<file path="src/rtl/div_pkg.sv">
// Shared definitions for the sequential restoring divider.
// Holds the FSM state encoding and the default operand width.
package div_pkg;

    localparam int DIV_N = 10;

    typedef enum logic [1:0] {
        IDLE,
        RUN,
        DONE
    } state_t;

endpackage

</file>
<file path="src/rtl/div_step.sv">
// One combinational restoring-division step.
// rem/bit_in/y in; rem_nx (new partial remainder) and q_bit out.
module div_step #(
    parameter int N = 10
) (
    input  logic [N:0]   rem,
    input  logic         bit_in,
    input  logic [N-1:0] y,
    output logic [N:0]   rem_nx,
    output logic         q_bit
);

    logic [N+1:0] sh;
    logic [N+1:0] diff;
    logic [N+1:0] rem_wide;
    logic         unused_top;

    // rem < y holds between steps, so the shifted value never needs
    // more than N+1 bits; the extra top bit is carried only for safety.
    assign sh       = {rem, bit_in};
    assign diff     = sh - {2'b00, y};
    assign q_bit    = (sh >= {2'b00, y});
    assign rem_wide = q_bit ? diff : sh;
    assign rem_nx   = rem_wide[N:0];
    assign unused_top = rem_wide[N+1];

endmodule

</file>
<file path="src/rtl/div_seq.sv">
// Sequential unsigned divider: 2N-bit z / N-bit y, one bit per cycle.
// Ports: clk, rst (sync high), start, z, y -> busy, done, q, r, ovf, dz.
module div_seq
    import div_pkg::*;
#(
    parameter int N = DIV_N
) (
    input  logic           clk,
    input  logic           rst,
    input  logic           start,
    input  logic [2*N-1:0] z,
    input  logic [N-1:0]   y,
    output logic           busy,
    output logic           done,
    output logic [N-1:0]   q,
    output logic [N-1:0]   r,
    output logic           ovf,
    output logic           dz
);

    localparam int CW = (N > 1) ? $clog2(N) : 1;

    state_t         state;
    state_t         state_nx;
    logic [CW-1:0]  cnt;
    logic [N:0]     rem;
    logic [N-1:0]   quo;
    logic [N-1:0]   yr;

    logic [N-1:0]   zh;
    logic [N-1:0]   zl;
    logic           accept;
    logic           finish;
    logic           y_zero;
    logic           q_big;

    logic [N:0]     step_rem;
    logic           step_q;
    logic [N-1:0]   quo_nx;

    assign zh     = z[2*N-1:N];
    assign zl     = z[N-1:0];
    assign y_zero = (y == '0);
    // Quotient fits in N bits only if the upper dividend half is below y.
    assign q_big  = (zh >= y);
    assign quo_nx = {quo[N-2:0], step_q};

    div_step #(
        .N(N)
    ) u_step (
        .rem    (rem),
        .bit_in (quo[N-1]),
        .y      (yr),
        .rem_nx (step_rem),
        .q_bit  (step_q)
    );

    always_comb begin
        state_nx = state;
        accept   = 1'b0;
        finish   = 1'b0;
        unique case (state)
            IDLE, DONE: begin
                if (start) begin
                    accept   = 1'b1;
                    state_nx = (y_zero || q_big) ? DONE : RUN;
                end else if (state == DONE) begin
                    state_nx = IDLE;
                end
            end
            RUN: begin
                if (cnt == '0) begin
                    finish   = 1'b1;
                    state_nx = DONE;
                end
            end
            default: state_nx = IDLE;
        endcase
    end

    assign busy = (state == RUN);
    assign done = (state == DONE);

    always_ff @(posedge clk) begin
        if (rst) begin
            state <= IDLE;
            cnt   <= '0;
            rem   <= '0;
            quo   <= '0;
            yr    <= '0;
            q     <= '0;
            r     <= '0;
            ovf   <= 1'b0;
            dz    <= 1'b0;
        end else begin
            state <= state_nx;
            if (accept) begin
                yr  <= y;
                cnt <= CW'(N - 1);
                rem <= {1'b0, zh};
                quo <= zl;
                if (y_zero) begin
                    dz  <= 1'b1;
                    ovf <= 1'b0;
                    q   <= '1;
                    r   <= '0;
                end else if (q_big) begin
                    dz  <= 1'b0;
                    ovf <= 1'b1;
                    q   <= '1;
                    r   <= '0;
                end
            end else if (state == RUN) begin
                rem <= step_rem;
                quo <= quo_nx;
                cnt <= cnt - 1'b1;
                if (finish) begin
                    q   <= quo_nx;
                    r   <= step_rem[N-1:0];
                    ovf <= 1'b0;
                    dz  <= 1'b0;
                end
            end
        end
    end

endmodule
</file>
<file path="config.mk">
export PLATFORM = sky130hd
export DESIGN_NAME = div_seq
export DESIGN_NICKNAME = d
export VERILOG_FILES = /design/src/rtl/div_pkg.sv /design/src/rtl/div_step.sv /design/src/rtl/div_seq.sv
export SDC_FILE = /design/constraint.sdc
export NUM_CORES = 1
export LEC_CHECK = 0
export ABC_CLOCK_PERIOD_IN_PS = 7610
export BUFFER_PORTS_ARGS = -buffer_cell sky130_fd_sc_hd__clkbuf_2
export CAP_MARGIN = 10
export CORE_MARGIN = 2
export CORE_UTILIZATION = 60
export CTS_CLUSTER_DIAMETER = 100
export CTS_CLUSTER_SIZE = 12
export DETAILED_ROUTE_END_ITERATION = 10
export PLACE_DENSITY = 0.85
export REMOVE_ABC_BUFFERS = 1
export SLEW_MARGIN = 25
export SYNTH_ARGS = -nofsm -noshare
export SYNTH_HDL_FRONTEND = slang
export SYNTH_SLANG_ARGS = --single-unit
</file>
<file path="constraint.sdc">
create_clock -name clk -period 7.61 [get_ports clk]
set_clock_uncertainty 0.1 [all_clocks]
set_input_delay 1.522 -clock clk [delete_from_list [all_inputs] [get_ports clk]]
set_output_delay 1.522 -clock clk [all_outputs]
set_load 0.02 [all_outputs]
</file>
## Word level (Yosys, flattened, before mapping)

Cells that the tools add are included.

| word-level totals | value |
|---|---|
| bits in registers | 59 |
| bits of input ports | 33 |
| output and inout port bits | 24 |
| logic and storage cells | 64 |

| cells by class | value |
|---|---|
| add/subtract/negate cells | 2 |
| order comparisons | 2 |
| equality and inequality tests | 5 |
| mux-type cells | 34 |
| reduce and logical (&&, ||, !) cells | 10 |

Operators by type and width:

| kind | number |
|---|---|
| two-way mux 10 bit | 14 |
| >= comparator 12 x 10 -> 1 bit | 1 |
| two-way mux 1 bit | 12 |
| two-way mux 11 bit | 1 |
| subtractor 11 x 10 -> 11 bit | 1 |
| >= comparator 10 bit | 1 |
| logical NOT 10 bit | 1 |
| two-way mux 2 bit | 4 |
| two-way mux 4 bit | 2 |
| logical NOT 4 bit | 1 |
| case mux 2 bit (2 select lines) | 1 |
| nonzero test 2 bit | 2 |
| OR reduction 2 bit | 2 |
| subtractor 4 x 1 -> 4 bit (second input constant) | 1 |
| inequality test 3 x 1 -> 1 bit (second input constant) | 1 |
| inequality test 3 bit (second input constant) | 1 |
| AND reduction 3 bit | 1 |
| == test 2 x 1 -> 1 bit (second input constant) | 1 |
| == test 2 bit (second input constant) | 1 |
| logical NOT 2 bit | 1 |
| inequality test 2 x 1 -> 1 bit (second input constant) | 1 |
| AND reduction 2 bit | 1 |
| logical OR 1 bit | 1 |

## Longest topological paths before layout

Gate-level depths: netlist (run 1).

| depth | value |
|---|---|
| depth in word-level cells | 6 |
| mapped depth | 11 |
| gate-level depth less buffers | 10 |

## Hierarchy

Synthesis (run 1) repeated with hierarchy kept, for this count alone.

| unflattened totals | value |
|---|---|
| cells, all modules | 439 |
| area total of the unflattened synthesis | 3534.6 sq um |

Modules (own cells, without submodules):

| module | instances | cells each | area an instance (sq um) | seq. area each (sq um) |
|---|---|---|---|---|
| div_seq | 1 | 331 | 2763.9 | 1181.1 |
| div_step | 1 | 108 | 770.7 | 0.0 |

## Worst setup path after synthesis (run 1)

OpenSTA, ideal clock, no wires.

| timing | value |
|---|---|
| path type | input to register |
| start | input y[4] |
| end | register r[1] |
| library setup time | 0.117 ns |
| arrival time | 3.126 ns |
| path slack | 4.267 ns |
| stages | 8 |
| path buffers | 1 |
| cells stage by stage | or4_4 nor4_4 nand2b_1 a21oi_1 o21a_4 nor2b_4 buf_6 a22o_1 |

| between the ends | value |
|---|---|
| word-level cells in the longest chain between the ends | 3 |
| elaborated cells on any way between the ends | 6 |
| classes of those cells | order compare: 1; eq/ne: 1; mux: 2; reduce/logical: 2 |

RTL lines:

| item | line | RTL |
|---|---|---|
| from (decl) | div_seq.sv:12 | `input logic [N-1:0] y,` |
| >= comparator 10 bit / logical NOT 10 bit (equally long branches) | div_seq.sv:45, div_seq.sv:43 |  |
| inequality test 3 x 1 -> 1 bit (no line) / two-way mux 10 bit (equally long branches) | - |  |
| AND reduction 3 bit (no line) / two-way mux 10 bit (equally long branches) | - |  |
| to (signal assigned) | div_seq.sv:119 | `r <= step_rem[N-1:0];` |
| to (decl) | div_seq.sv:16 | `output logic [N-1:0] r,` |

Several ways; a longest one is shown, not always the timed one.
A chain may end at the register's enable or synchronous reset.

## Final worst setup path (run 1)

| timing | value |
|---|---|
| start | register state[0] |
| end | output busy |

| between the ends | value |
|---|---|
| word-level cells in the longest chain between the ends | 1 |

RTL lines:

| item | line | RTL |
|---|---|---|
| from (decl) | div_seq.sv:23 | `state_t state;` |
| from (signal assigned) | div_seq.sv:96 | `state <= state_nx;` |
| == test 2 x 1 -> 1 bit | div_seq.sv:81 | `assign busy = (state == RUN);` |
| to (decl) | div_seq.sv:13 | `output logic busy,` |

Every way passes these cells.

==> impl_metrics.toml, run 1 <==
[status]
outcome = "finished clean"

[setup_path]
worstPathRequired_ns = 5.99
r2r_setup_slack_ns = 4.33
ff2ff_path_depth = 7
start_kind = "flop"
path_max_fanout = 26
crit_path_end_kind = "output pin"
crit_type = "flop to output pin"
arrival_ns = 2.13
r2r-end = "r[8]$_SDFFE_PP0P_"
r2r_start = "state[0]$_SDFFE_PP0P_"

[cts]
clock-root-buffer = "clkbuf_8"
clockBufferDepth = 2
insertion_delay_ns = 0.34
htreeDepth = 3
cts_sinks = 59
clk_pin_slew_ns = 0.06
cts_resized = 0
holdBufCountCts = 0
cts_tree = "yes"
postCtsSetupRepairBufs = 0
cts_buffers = 9

[pwr]
seq_power_share_pct = 38.1
swShare_pct = 35.6
p_leak_nw = 1.60
peakVddDrop_uv = 165
p_per_area_nw_per_um2 = 260
switching_power_uw = 342
p_int_uw = 618
clkPwrFrac_pct = 28.2
p_comb_share_pct = 33.7

[logic_synthesis]
synth_area_leaders = "dfxtp_1 37%, ha_1 8.2%, nand2_1 6.4%, a211oi_1 4.7%, nor2_1 4.7%"
synth_area_um2 = 3200
syn_avg_cell_area_um2 = 8.17
synth_area_leader_cell = "dfxtp_1"
ys_ff_latch = 59
synthCells = 392
ys.flop_type = "dfxtp_1"
synth_top_cell_area_share_pct = 36.9
ys_warn_count = 0
yosys-top-cells-count = "59 x dfxtp_1, 55 x nand2_1, 40 x nor2_1, 35 x inv_1, 26 x a21oi_1"
yosysSeqAreaShare_pct = 36.9
synth_async_sr_flop_share_pct = 0
yosysUniqueCellTypes = 52
synth_edf_count = 0
yosysMostFrequentCell = "dfxtp_1"

[timing]
finalCritPeriodShare_pct = 49.3
setup-tns-final_ns = 0
drv_slew = 0
relSlewSlack_pct = 42.4
tightest_slew_ns = 0.858
fin_crit_ns = 3.75
max_freq_mhz = 267
hold_viol_final = 0
hold_slack_ns = 0.357
setup_viol = 0
rsz0062_at_grt = "false"

[placement]
io_buffer_count = 56
post-place-cells = 498
place_hpwl_um = 5690
place_congestion = 0.850

[hold_path]
hold_end = "q[9]$_SDFFE_PP0P_"
min_path_type = "flop to flop"
holdPathStages = 2
hold_start = "q[9]$_SDFFE_PP0P_"

[detailed_routing]
drt-wirelength-per-cell_um = 15.8
drt-total-wl_um = 8130
drtAntennaViolNets = 0
vias = 2980
dr.pass1.iters = 5
viasPerCell = 5.80
drt_iter0_drc = 335
route.detailed.drc = 0

[die]
io_pins = 57
coreArea_um2 = 5140
die_area_um2 = 5940
die_w_um = 77.1
rows = 26
initial_core_util_pct = 62.3
die_y_um = 77.1

[global_route]
grt_use_total_pct = 29.2
grt_max_degree = 56
first_global_vias = 2919
grt-ovfl-total = 0
antenna_found_initial = 0
grt_pass1_wl_um = 13800

[layout]
finalNonFillerCells = 514
syn_to_final_growth_pct = 15.2
drive_gt1_share_pct = 20.0
num-fill-cells = 413
antenna_cells = 0
layout.nets = 494

[run]
cap_viol_max_count = 0
## kinds of logic (layout without fill, tap and decap cells)
logic type      Yosys count  in the layout  share of synthesized area (%)
simple gates            129            129                           18.2
flops                    59             59                           36.9
compound gates          108            108                           24.8
buf+inv                  61            113                           7.66
fa+ha+maj                22             22                           8.83
xor+xnor                 11             11                           3.01
mux                       2              2                          0.625
## registers in the layout, indices dropped and copies added (netlist names)
register,count
cnt,4
dz,1
ovf,1
q,10
quo,10
r,10
rem,11
state,2
yr,10
## area by class of cell
class	instances	area [um2]	area share (%)
Inverter	37	139	3.77
Timing Repair Buffer	60	310	8.42
Multi-Input combinational cell	272	1780	48.2
Sequential cell	59	1180	32.0
Clock buffer	15	186	5.06
Clock inverter	1	5.00	0.136
Tap cell	70	87.6	2.38
## layer usage
metal  GRT usage, %  up-vias  part of all wire [%]  wire (um)
li1               -     1468                     -          -
met1           37.1     1371                    42       3390
met2           49.4      125                    49       4010
met3           4.47       16                   7.1        575
met4           12.3        0                   1.8        150
met5              0        -                     0          0
## power by group through the flow
| stage | sequential, mW | clock [mW] | combinational, mW |
|---|---|---|---|
| floorplan | 0.379 | 0 | 0.220 |
| global placement | 0.370 | 0 | 0.310 |
| detailed placement | 0.371 | 0 | 0.318 |
| CTS | 0.365 | 0.271 | 0.321 |
| global route | 0.369 | 0.283 | 0.360 |
| finish | 0.366 | 0.271 | 0.323 |
## metrics by stage
step / setup slack (ns) / cell area, um2 / utilization, % / power, mW
final: 3.86 / 3690 / 71.7 / 0.960
after global routing: 3.76 / 3690 / 71.7 / 1.01
after global placement: 4.01 / 3500 / 68.0 / 0.680
after detailed placement: 3.93 / 3500 / 68.0 / 0.689
after floorplan: 4.31 / 3100 / - / 0.599
after CTS: 3.88 / 3690 / 71.7 / 0.957
## worst max path at each step
stage / start / end / slack, ns / depth (start not counted)
floorplan: y[4] / r[1]$_SDFFE_PP0P_ / 4.31 / 7
global placement: z[10] / r[8]$_SDFFE_PP0P_ / 4.01 / 10
detailed placement: y[7] / r[8]$_SDFFE_PP0P_ / 3.93 / 10
CTS: state[0]$_SDFFE_PP0P_ / busy / 3.88 / 4
global route: state[0]$_SDFFE_PP0P_ / busy / 3.76 / 4
finish: state[0]$_SDFFE_PP0P_ / busy / 3.86 / 4
## cells in the final DEF (no fill, tap or decap), types with 3 or more instances in the layout
cell / instances
a2111oi_0: 3
a2111oi_2: 3
a211oi_1: 20
a21o_1: 3
a21oi_1: 26
a311oi_1: 11
buf_4: 4
clkbuf_2: 56
clkbuf_8: 13
dfxtp_1: 59
ha_1: 21
inv_1: 35
nand2_1: 55
nand2b_1: 5
nor2_1: 40
nor2b_1: 3
nor3_1: 11
o21a_1: 4
o21ai_0: 12
o22ai_1: 4
o2bb2ai_1: 6
xnor2_1: 7
xor2_1: 4
## critical path, cell delays in order, from the launching register on
cell and delay [ns]:
dfxtp_1 0.35, nand2b_1 0.08, buf_4 0.24, clkinv_1 0.73, clkbuf_2 0.38
Note: power is estimated with default switching activity, not from simulation.
==> inputs of run 2 (changes only) <==
--- a/config.mk
+++ b/config.mk
@@ -5,15 +5,15 @@
 export SDC_FILE = /design/constraint.sdc
 export NUM_CORES = 1
 export LEC_CHECK = 0
-export ABC_CLOCK_PERIOD_IN_PS = 7610
+export ABC_CLOCK_PERIOD_IN_PS = 3500
 export BUFFER_PORTS_ARGS = -buffer_cell sky130_fd_sc_hd__clkbuf_2
 export CAP_MARGIN = 10
 export CORE_MARGIN = 2
-export CORE_UTILIZATION = 60
+export CORE_UTILIZATION = 56
 export CTS_CLUSTER_DIAMETER = 100
 export CTS_CLUSTER_SIZE = 12
 export DETAILED_ROUTE_END_ITERATION = 10
-export PLACE_DENSITY = 0.85
+export PLACE_DENSITY = 0.8
 export REMOVE_ABC_BUFFERS = 1
 export SLEW_MARGIN = 25
 export SYNTH_ARGS = -nofsm -noshare
==> constraint.sdc (replaced) <==
create_clock -name clk -period 3.5 [get_ports clk]
set_clock_uncertainty 0.1 [all_clocks]
set_input_delay 0.7 -clock clk [delete_from_list [all_inputs] [get_ports clk]]
set_output_delay 0.7 -clock clk [all_outputs]
set_load 0.02 [all_outputs]
==> run 2 against run 1 <==
Net effect:
- final area grew 0.78%
- via count is 1.5% lower
- non-clock buffer count up 2
- clock power up 130%
- flip-flop and latch count stayed put
- register-to-register slack worse by 3.8 ns
- die area is 6.8% higher
- power grew 120%
- routed wire length decreased by 6.0%
- critical path depth is 5 higher
- critical endpoint is now rem[5]$_SDFFE_PP0P_
- sequential share of layout area shrank 0.25 points
==> impl_metrics.toml, run 2 (synthesis results as in run 1) <==
[status]
outcome = "finished clean"

[global_route]
grt_use_total_pct = 26.0
grt_pass1_wl_um = 12900
grt-ovfl-total = 0
antenna_found_initial = 0
grt_max_degree = 34
first_global_vias = 2771

[cts]
cts_resized = 0
clock-root-buffer = "clkbuf_8"
cts_tree = "yes"
htreeDepth = 3
cts_sinks = 59
cts_buffers = 9
holdBufCountCts = 0
insertion_delay_ns = 0.34
clockBufferDepth = 2
postCtsSetupRepairBufs = 0
clk_pin_slew_ns = 0.07

[setup_path]
ff2ff_path_depth = 9
crit_type = "flop to flop"
crit_path_end_kind = "flop"
r2r_setup_slack_ns = 0.53
worstPathRequired_ns = 3.64
start_kind = "flop"
cpMaxStageDelayCell = "o21ai_2"
crit_path_cell_trace = "inv_1 > ha_1 > fa_1 > nand2b_1 > a211oi_1 > nor3_1 > o21ai_2 > o21ai_0 > a2111oi_2"
cp_slowest_stage_delay_ns = 0.56
path_max_fanout = 17
r2r-end = "rem[5]$_SDFFE_PP0P_"
arrival_ns = 3.11
r2r_start = "quo[9]$_SDFFE_PP0P_"

[placement]
place_ws_ns = 0.560
io_buffer_count = 56
place_hpwl_um = 5650
place_congestion = 0.947

[timing]
max_freq_mhz = 337
setup_viol = 0
fin_crit_ns = 2.97
hold_slack_ns = 0.356
tightest_slew_ns = 0.746
setup-tns-final_ns = 0
drv_slew = 0
hold_viol_final = 0
relSlewSlack_pct = 50.3
finalCritPeriodShare_pct = 84.9
worst_slack_ns = 0.529
rsz0062_at_grt = "false"

[detailed_routing]
drt-wirelength-per-cell_um = 14.7
wl_met1_um = 3520
dr_wl_met3_um = 457
dr.pass1.iters = 4
drt-total-wl_um = 7640
drt_iter0_drc = 196
drtAntennaViolNets = 0
met2_length_um = 3520
vias = 2936
route.detailed.drc = 0
route.top_layer_used = "met4"
viasPerCell = 5.67

[die]
coreArea_um2 = 5510
die_w_um = 79.6
die_area_um2 = 6340
initial_core_util_pct = 58.1
io_pins = 57
die_y_um = 79.6
rows = 27

[layout]
drive_gt1_share_pct = 20.9
ff_latch_area_um2 = 1180
multiInputGateArea_um2 = 1780
largest_register_ffs = 11
post-route-util_pct = 67.5
final_common_cell = "dfxtp_1"
antenna_cells = 0
num-fill-cells = 480
layout.nets = 496
syn_to_final_growth_pct = 16.1
top_register = "rem"
final_cell_mix = "59 x dfxtp_1, 56 x clkbuf_2, 55 x nand2_1"

[pwr]
p_leak_nw = 1.60
peakVddDrop_uv = 312
p_per_area_nw_per_um2 = 569

[hold_path]
hold_end = "q[9]$_SDFFE_PP0P_"
hold_start = "q[9]$_SDFFE_PP0P_"
holdPathStages = 2
min_path_type = "flop to flop"

[run]
cap_viol_max_count = 0
==> run 2: cell types whose count changed in the layout (fill, tap and decap cells not counted), sizes merged <==
cell | previous run | this run
buf | 4 | 6
clkinvlp | 0 | 4
clkbuf | 71 | 66
bufinv | 0 | 1
==> run 2: area by class of cell <==
class / count / area share (%)
inverters: 37 / 3.74
clock buffers: 10 / 3.70
well taps: 72 / 2.42
flip-flops and latches: 59 / 31.8
repair buffers: 62 / 8.75
clock inverters: 6 / 1.75
multi-input cells: 272 / 47.8
==> run 2: critical path: cells and delay by family (launching register included) <==
kind	cells	cell delay [ns]
AOI/OAI and AO/OA	4	1.43
adders and majority gates	2	0.60
DFF	1	0.36
and+or+nand+nor	2	0.33
buffers and inverters	1	0.05
==> run 2: report_power, final <==
part	internal [mW]	total [mW]	leakage (nW)	switching, mW
registers	0.743	0.791	0.486	0.0479
clock network	0.346	0.629	0.0905	0.283
logic	0.269	0.696	1.03	0.427
total	1.36	2.12	1.60	0.757
==> run 2: worst max path at each step <==
stage                          start                  end  cells past startpoint
6_report         quo[9]$_SDFFE_PP0P_  rem[5]$_SDFFE_PP0P_                      9
5_1_grt          quo[9]$_SDFFE_PP0P_  rem[5]$_SDFFE_PP0P_                      9
4_1_cts          quo[9]$_SDFFE_PP0P_  rem[5]$_SDFFE_PP0P_                      9
3_5_place_dp     quo[9]$_SDFFE_PP0P_  rem[5]$_SDFFE_PP0P_                      9
3_3_place_gp     quo[9]$_SDFFE_PP0P_  rem[5]$_SDFFE_PP0P_                      9
2_1_floorplan  state[1]$_SDFFE_PP0P_    r[8]$_SDFFE_PP0P_                      6
==> run 2: routing by layer <==
metal,vias to the layer above,track usage [%]
li1,1475,-
met1,1365,34.8
met2,82,40.2
met3,14,6.00
met4,0,10.5
met5,-,0
==> run 2: metrics by stage <==
| stage | power (mW) | instance area (um2) | cells |
|---|---|---|---|
| floorplan | 1.30 | 3100 | 368 |
| detailed placement | 1.49 | 3510 | 502 |
| global route | 2.23 | 3720 | 518 |
| CTS | 2.11 | 3720 | 518 |
| finish | 2.12 | 3720 | 518 |
| global placement | 1.48 | 3510 | 502 |
==> inputs of run 3 (changes only) <==
--- a/config.mk
+++ b/config.mk
@@ -5,7 +5,7 @@
 export SDC_FILE = /design/constraint.sdc
 export NUM_CORES = 1
 export LEC_CHECK = 0
-export ABC_CLOCK_PERIOD_IN_PS = 3500
+export ABC_CLOCK_PERIOD_IN_PS = 2800
 export BUFFER_PORTS_ARGS = -buffer_cell sky130_fd_sc_hd__clkbuf_2
 export CAP_MARGIN = 10
 export CORE_MARGIN = 2
==> constraint.sdc (replaced) <==
create_clock -name clk -period 2.8 [get_ports clk]
set_clock_uncertainty 0.1 [all_clocks]
set_input_delay 0.56 -clock clk [delete_from_list [all_inputs] [get_ports clk]]
set_output_delay 0.56 -clock clk [all_outputs]
set_load 0.02 [all_outputs]
==> run 3 against run 2 <==
Net effect:
- core utilization grew 2.5 points
- register-to-register slack got worse by 0.29 ns
- non-clock buffer count up 8
- sequential power grew 26%
- worst setup slack worse by 0.29 ns
- clock power is 38% higher
- global-route usage up 1.3 points
- sequential share of layout area is 1.1 points lower
- critical path depth increased by 2
- combinational power increased by 43%
- die area stayed put
- critical endpoint is now rem[0]$_SDFFE_PP0P_
- highest routed layer unchanged
==> impl_metrics.toml, run 3 (synthesis results as in run 1) <==
[status]
outcome = "finished clean"

[cts]
clockBufferDepth = 2
insertion_delay_ns = 0.33
cts_buffers = 9
cts_tree = "yes"
holdBufCountCts = 0
htreeDepth = 3
clock-root-buffer = "clkbuf_8"
cts_sinks = 59
clk_pin_slew_ns = 0.07

[die]
io_pins = 57
initial_core_util_pct = 58.1
die_area_um2 = 6340
die_y_um = 79.6
rows = 27
die_w_um = 79.6
coreArea_um2 = 5510

[setup_path]
cpMaxStageDelayCell = "fa_2"
path_max_fanout = 10
r2r_start = "quo[9]$_SDFFE_PP0P_"
r2r-end = "rem[0]$_SDFFE_PP0P_"
path_buf_inv = 3
arrival_ns = 2.70
crit_type = "flop to flop"
crit_path_end_kind = "flop"
cp_slowest_stage_delay_ns = 0.37
cp_top_family = "compound AO/OA/AOI/OAI gates"
r2r_setup_slack_ns = 0.24
startpoint = "quo[9]$_SDFFE_PP0P_"
ff2ff_path_depth = 11
worstPathRequired_ns = 2.94
crit_path_cell_trace = "inv_1 > ha_1 > fa_2 > nand2b_4 > a211oi_4 > nor3_1 > o21ai_2 > buf_4 > buf_6 > o21ai_0 > a211oi_1"
start_kind = "flop"

[layout]
top_register = "rem"
post-route-util_pct = 70.0
final_cell_mix = "59 x dfxtp_1, 56 x clkbuf_2, 55 x nand2_1"
layout.nets = 504
antenna_cells = 0
largest_register_ffs = 11
final_common_cell = "dfxtp_1"
final_cell_area_um2 = 3850
finalNonFillerCells = 526
syn_to_final_growth_pct = 20.4
drive_gt1_share_pct = 23.8

[placement]
post-place-cells = 508
place_ws_ns = 0.0919
dpl-instance-area_um2 = 3560
place_hpwl_um = 5950
place_congestion = 0.875
io_buffer_count = 56

[detailed_routing]
drtAntennaViolNets = 0
route.detailed.drc = 0
vias = 3049
drt-wirelength-per-cell_um = 15.8
drt-total-wl_um = 8290
viasPerCell = 5.80
drt_iter0_drc = 243
dr.pass1.iters = 4

[timing]
setup-tns-final_ns = 0
hold_slack_ns = 0.353
setup_viol = 0
relSlewSlack_pct = 58.6
max_freq_mhz = 391
worst_slack_ns = 0.241
finalCritPeriodShare_pct = 91.4
rsz0062_at_grt = "false"
drv_slew = 0
tightest_slew_ns = 0.619
hold_viol_final = 0
fin_crit_ns = 2.56

[pwr]
peakVddDrop_uv = 484
p_per_area_nw_per_um2 = 743
p_leak_nw = 1.67
total_power_mw = 2.86

[global_route]
grt_pass1_wl_um = 13500
first_global_vias = 3003
antenna_found_initial = 0
grt_use_total_pct = 27.3
grt-ovfl-total = 0
grt_max_degree = 33

[hold_path]
hold_end = "q[0]$_SDFFE_PP0P_"
holdPathStages = 2
hold_start = "q[0]$_SDFFE_PP0P_"
min_path_type = "flop to flop"

[run]
cap_viol_max_count = 0
[run 3: cell types whose count changed in the layout (fill, tap and decap cells not counted), sizes merged]
cell and delta:
buf +8, clkinvlp -4, clkinv +2, bufinv +1, clkbuf +1
[run 3: final cells by class]
class / count / area [um2]
Multi-Input combinational cell: 272 / 1830
Tap cell: 72 / 90.1
Fill cell: 454 / 1650
Timing Repair Buffer: 70 / 389
Sequential cell: 59 / 1180
Inverter: 37 / 139
Clock inverter: 5 / 75.1
Clock buffer: 11 / 151
[run 3: worst max path at each step]
stage                                 to  slack [ns]  cells after the start
floorplan              r[8]$_SDFFE_PP0P_       0.003                      6
global placement     rem[0]$_SDFFE_PP0P_        0.06                     10
detailed placement   rem[5]$_SDFFE_PP0P_        0.09                      9
CTS                  rem[5]$_SDFFE_PP0P_        0.02                      9
global route        rem[10]$_SDFFE_PP0P_       0.002                     10
finish               rem[0]$_SDFFE_PP0P_        0.24                     11
[run 3: report_power, final]
part | internal [mW] | switching [mW]
Sequential | 0.929 | 0.0677
Combinational | 0.410 | 0.587
Clock | 0.545 | 0.326
[run 3: worst reg2reg max path, cell delays in order, from the launching register on]
cell	delay (ns)
dfxtp_1	0.35
inv_1	0.05
ha_1	0.21
fa_2	0.37
nand2b_4	0.17
a211oi_4	0.24
nor3_1	0.10
o21ai_2	0.16
buf_4	0.20
buf_6	0.16
o21ai_0	0.12
a211oi_1	0.25
[run 3: metal layers]
layer / global-route usage (%) / wire (um)
met4: 13.1 / 206
met3: 3.39 / 421
met2: 46.9 / 4070
met5: 0 / 0
met1: 33.8 / 3590
[run 3: repair_timing]
action,CTS,global route
setup buffers,0,2
hold endpoints to repair,0,0
endpoints found under the setup margin,1,20
pin swaps,1,5
gates resized for setup,0,12
